### config.mk
export PLATFORM = sky130hd
export DESIGN_NAME = run_expand
export DESIGN_NICKNAME = d
export VERILOG_FILES = /design/src/rtl/run_expand.sv
export SDC_FILE = /design/constraint.sdc
export NUM_CORES = 1
export LEC_CHECK = 0
export ABC_AREA = 1
export CORE_MARGIN = 2
export CORE_UTILIZATION = 41
export CTS_CLUSTER_SIZE = 14
export DETAILED_ROUTE_END_ITERATION = 10
export HOLD_SLACK_MARGIN = 0.15
export SYNTH_ARGS = -nofsm -noshare
export SYNTH_HDL_FRONTEND = slang
export SYNTH_SLANG_ARGS = --single-unit
### constraint.sdc
create_clock -name clk_i -period 2.5 [get_ports clk_i]
set_input_delay 0.375 -clock clk_i [delete_from_list [all_inputs] [get_ports clk_i]]
set_output_delay 0.375 -clock clk_i [all_outputs]
set_load 0.01 [all_outputs]
### src/rtl/run_expand.sv
// Run-length expander: turns (value, length) run tokens into 32-bit words filled MSB-first.
// A run that overflows the current word carries its remaining bits into the next word.
module run_expand (
  input  logic        clk_i,
  input  logic        rst_ni,
  input  logic        run_valid_i,
  output logic        run_ready_o,
  input  logic        run_value_i,
  input  logic [4:0]  run_len_i,
  input  logic        run_last_i,
  output logic [31:0] word_o,
  output logic [5:0]  word_bits_o,
  output logic        word_valid_o,
  input  logic        word_ready_i
);

  localparam logic [0:0] FILL = 1'b0;
  localparam logic [0:0] EMIT = 1'b1;

  logic [0:0]  state_q, state_d;
  logic [31:0] acc_q, acc_d;
  logic [5:0]  used_q, used_d;
  logic [5:0]  spill_q, spill_d;
  logic        spill_val_q, spill_val_d;
  logic        spill_last_q, spill_last_d;

  logic [6:0]  run_n;
  logic [6:0]  fill_sum;
  logic [31:0] run_mask;
  logic [31:0] spill_fill;
  logic        run_accept;
  logic        word_accept;

  assign run_ready_o  = (state_q == FILL);
  assign word_valid_o = (state_q == EMIT);
  assign word_o       = acc_q;
  assign word_bits_o  = used_q;

  assign run_accept  = run_valid_i && run_ready_o;
  assign word_accept = word_valid_o && word_ready_i;

  // n leading ones shifted down past the filled bits; anything beyond bit 0 falls off,
  // which is exactly the part of an overflowing run that becomes the spill.
  always_comb begin
    run_n      = {2'b00, run_len_i} + 7'd1;
    fill_sum   = {1'b0, used_q} + run_n;
    run_mask   = (~(32'hFFFF_FFFF >> run_n)) >> used_q;
    spill_fill = spill_val_q ? ~(32'hFFFF_FFFF >> spill_q) : 32'h0000_0000;
  end

  always_comb begin
    state_d      = state_q;
    acc_d        = acc_q;
    used_d       = used_q;
    spill_d      = spill_q;
    spill_val_d  = spill_val_q;
    spill_last_d = spill_last_q;

    case (state_q)
      FILL: begin
        if (run_accept) begin
          if (run_value_i) begin
            acc_d = acc_q | run_mask;
          end
          if (fill_sum < 7'd32) begin
            used_d = fill_sum[5:0];
            if (run_last_i) begin
              state_d = EMIT;
            end
          end else if (fill_sum == 7'd32) begin
            used_d  = 6'd32;
            state_d = EMIT;
          end else begin
            used_d       = 6'd32;
            spill_d      = 6'(fill_sum - 7'd32);
            spill_val_d  = run_value_i;
            spill_last_d = run_last_i;
            state_d      = EMIT;
          end
        end
      end

      EMIT: begin
        if (word_accept) begin
          if (spill_q == '0) begin
            acc_d   = '0;
            used_d  = '0;
            state_d = FILL;
          end else begin
            acc_d        = spill_fill;
            used_d       = spill_q;
            spill_d      = '0;
            spill_last_d = 1'b0;
            // A carried tail of a last run is already a complete packet end: show it now.
            state_d      = spill_last_q ? EMIT : FILL;
          end
        end
      end

      default: begin
        state_d = FILL;
      end
    endcase
  end

  always_ff @(posedge clk_i or negedge rst_ni) begin
    if (!rst_ni) begin
      state_q      <= FILL;
      acc_q        <= '0;
      used_q       <= '0;
      spill_q      <= '0;
      spill_val_q  <= 1'b0;
      spill_last_q <= 1'b0;
    end else begin
      state_q      <= state_d;
      acc_q        <= acc_d;
      used_q       <= used_d;
      spill_q      <= spill_d;
      spill_val_q  <= spill_val_d;
      spill_last_q <= spill_last_d;
    end
  end

endmodule

==> results_dict.tcl <==
set metrics [dict create \
    setup.worst_path.end_class "primary output" \
    postLayoutCellArea_mm2 0.005326 \
    hold_class "reg2reg" \
    wl_per_cell_um 16.83 \
    vias_per_cell 5.567 \
    core_area_mm2 0.01028 \
    path_class "reg2out" \
    final.setup_skew_ns 0.009453 \
    power_w 0.007748 \
    crit_buf_inv 3 \
    required_ns 2.12 \
    p_leak_nw 2.620 \
    post-synth-top-count-cell "nand2_1" \
    rows 37 \
    critPathMaxStageDelay_ns 0.63 \
    drt-initial-drc-count 412 \
    ys_types 33 \
    max_freq_mhz 431.0 \
    overflow 0 \
    tightest_slew_ns 0.6421 \
    clk_pin_slew_ns 0.09 \
    die_h_um 106.8 \
    critPathMaxFanout 40 \
    antenna_found_initial 0 \
    io_pins 51 \
    drive_gt1_share_pct 9.637 \
    nFillCells 1137 \
    gp_congestion 0.9345 \
    synth_area_leaders "dfrtp_1 27%, nand2_1 19%, nand3_1 17%, a21oi_1 5.0%, o21ai_0 5.0%" \
    cts-buffers-inserted 5 \
    slew_headroom_pct 57.13 \
    htree_levels 2 \
    period_minus_slack_ns 2.320 \
    start_util_pct 42.12 \
    place_ws_ns -0.2432 \
    cp.arrival_ns 1.94 \
    grt_pass1_vias 5163 \
    place_area_mm2 0.005194 \
    yosysTopAreaCellShare_pct 27.17 \
    cp_slowest_cell "clkdlybuf4s50_1" \
    grt_max_degree 41 \
    vias 5205 \
    synth_largest_area_cell "dfrtp_1" \
    fin_nets 815 \
    slew_viol_final 0 \
    drtPass1Iterations 5 \
    grt_pass1_wl_um 25700 \
    setup_viol 0 \
    powerDensity_mw_per_mm2 1455 \
    insertion_delay_ns 0.31 \
    async_flop_share_pct 100.0 \
    area_delta_synth_final_pct 23.03 \
    syn-num-nets 749 \
    post_cts_buffers 0 \
    syn_area_mm2 0.004329 \
    cap_violations 0 \
    ant_nets 0 \
    hold_violations 0 \
    portBuffers 50 \
    ys_seq_area_share_pct 27.17 \
    synth_edf_count 0 \
    synth.ff_latch_count 47 \
    status "finished, final reports clean" \
    cts_root_buf "clkbuf_8" \
    cts_tree "built" \
    synth_cells 732 \
    grtUsageTotal_pct 28.42 \
    worst_path_dominant_cell_family "buffers and inverters" \
    crit_chain "inv_2, buf_4, clkdlybuf4s50_1" \
    synth_ff_type "dfrtp_1" \
    worst_slack_ns 0.1801 \
    synthTopCellsByCount "223 x nand2_1, 150 x nand3_1, 56 x inv_1" \
    routed_wl_um 15730 \
    start_kind "flop" \
    die_area_mm2 0.01140 \
    clockBufferDepth 2 \
    dpl.hpwl_um 11970 \
    die_w_um 106.8 \
    irDropWorstVdd_uv 816.7 \
    drc 0 \
    synth_area_per_cell_um2 5.914 \
    clock_sinks 47 \
    yosysWarnings 0 \
    diodes 0 \
    min_period_over_period_pct 92.80 \
]
==> registers in the layout, indices dropped and copies added, names as in the netlist <==
signal        flops
word_bits_o       6
spill_q           6
spill_last_q      1
spill_val_q       1
word_o           32
word_valid_o      1
==> per-stage QoR <==
stage | setup TNS, ns | cells | utilization, % | hold slack (ns)
after floorplan | 0 | 732 | - | 0.07941
after global placement | -1.152 | 925 | 50.54 | 0.3959
after detailed placement | -2.121 | 925 | 50.54 | 0.3973
after CTS | 0 | 934 | 51.56 | 0.5043
after global routing | -0.005024 | 935 | 51.83 | 0.5298
final | 0 | 935 | 51.83 | 0.5024
==> where the power goes <==
group,internal [W],switching (W)
combinational,0.00223,0.00354
sequential,0.00114,0.000325
clock,0.000228,0.000285
==> per-layer routing <==
layer | track usage, % | routed length, um | vias up
li1 | - | - | 2570
met1 | 37.95 | 7283 | 2454
met2 | 48.50 | 7458 | 157
met3 | 3.283 | 651 | 24
met4 | 8.163 | 337 | 0
met5 | 0 | 0 | -
==> cell type report <==
| cell class | count | area, um^2 | area share (%) |
|---|---|---|---|
| Clock buffer | 7 | 86.33 | 1.621 |
| Clock inverter | 1 | 8.758 | 0.1644 |
| Inverter | 61 | 229.0 | 4.299 |
| Multi-Input combinational cell | 583 | 2770 | 52.01 |
| Sequential cell | 47 | 1176 | 22.08 |
| Tap cell | 136 | 170.2 | 3.195 |
| Timing Repair Buffer | 100 | 885.9 | 16.63 |
==> repair_timing <==
item | 4_1_cts | 5_1_grt
hold endpoints to repair | 23 | 0
endpoints found under the setup margin | 0 | 8
gates resized for setup | 0 | 6
hold buffers | 1 | 0
==> kinds of logic (layout without fill, tap and decap cells) <==
| kind of cell | after synthesis | in the layout | share of synthesized area (%) |
|---|---|---|---|
| AND/OR/NAND/NOR | 452 | 453 | 45.12 |
| adder cells (fa/ha/maj) | 6 | 6 | 1.908 |
| flip-flops | 47 | 47 | 27.17 |
| buffers and inverters | 103 | 169 | 9.479 |
| AO/OA/AOI/OAI | 121 | 121 | 15.72 |
| XOR/XNOR | 3 | 3 | 0.6070 |
==> placed cells by master (no fill, tap or decap), types with 2 or more instances in the layout <==
cell type,n
o21ai_2,2
nand4_1,5
o21ai_0,43
ha_1,4
clkdlybuf4s50_1,49
inv_1,56
buf_4,48
a22oi_1,13
nor2_2,5
xor2_1,2
a21oi_1,43
nor2_1,53
clkbuf_8,6
nand2_2,3
inv_2,4
nor3_1,4
nand2_1,223
nand3b_1,7
a31oi_1,13
dfrtp_1,47
nand3_1,150
o21a_1,2
==> final timing paths <==
| kind | depth (start not counted) | to | slack [ns] | from |
|---|---|---|---|---|
| worst max-delay path | 3 | run_ready_o | 0.18 | word_valid_o$_DFF_PN0_ |
| worst min-delay path | 2 | word_o[29]$_DFFE_PN0P_ | 0.50 | word_o[29]$_DFFE_PN0P_ |
| worst max register to register | 11 | spill_q[0]$_DFFE_PN0P_ | 0.41 | word_bits_o[0]$_DFFE_PN0P_ |
| worst min register to register | 2 | word_o[29]$_DFFE_PN0P_ | 0.50 | word_o[29]$_DFFE_PN0P_ |
| max in group asynchronous | 3 | word_o[7]$_DFFE_PN0P_ | 1.32 | rst_ni |
| min in group asynchronous | 2 | spill_val_q$_DFFE_PN0P_ | 0.58 | rst_ni |
==> worst register-to-register path: cells and delay by family, from the launching register on <==
kind | cells | cell delay, ns
compound gates | 1 | 0.07
buf+inv | 2 | 0.11
fa+ha+maj | 2 | 0.70
simple gates | 6 | 0.80
flops | 1 | 0.35
Note: power is estimated with default switching activity, not from simulation.
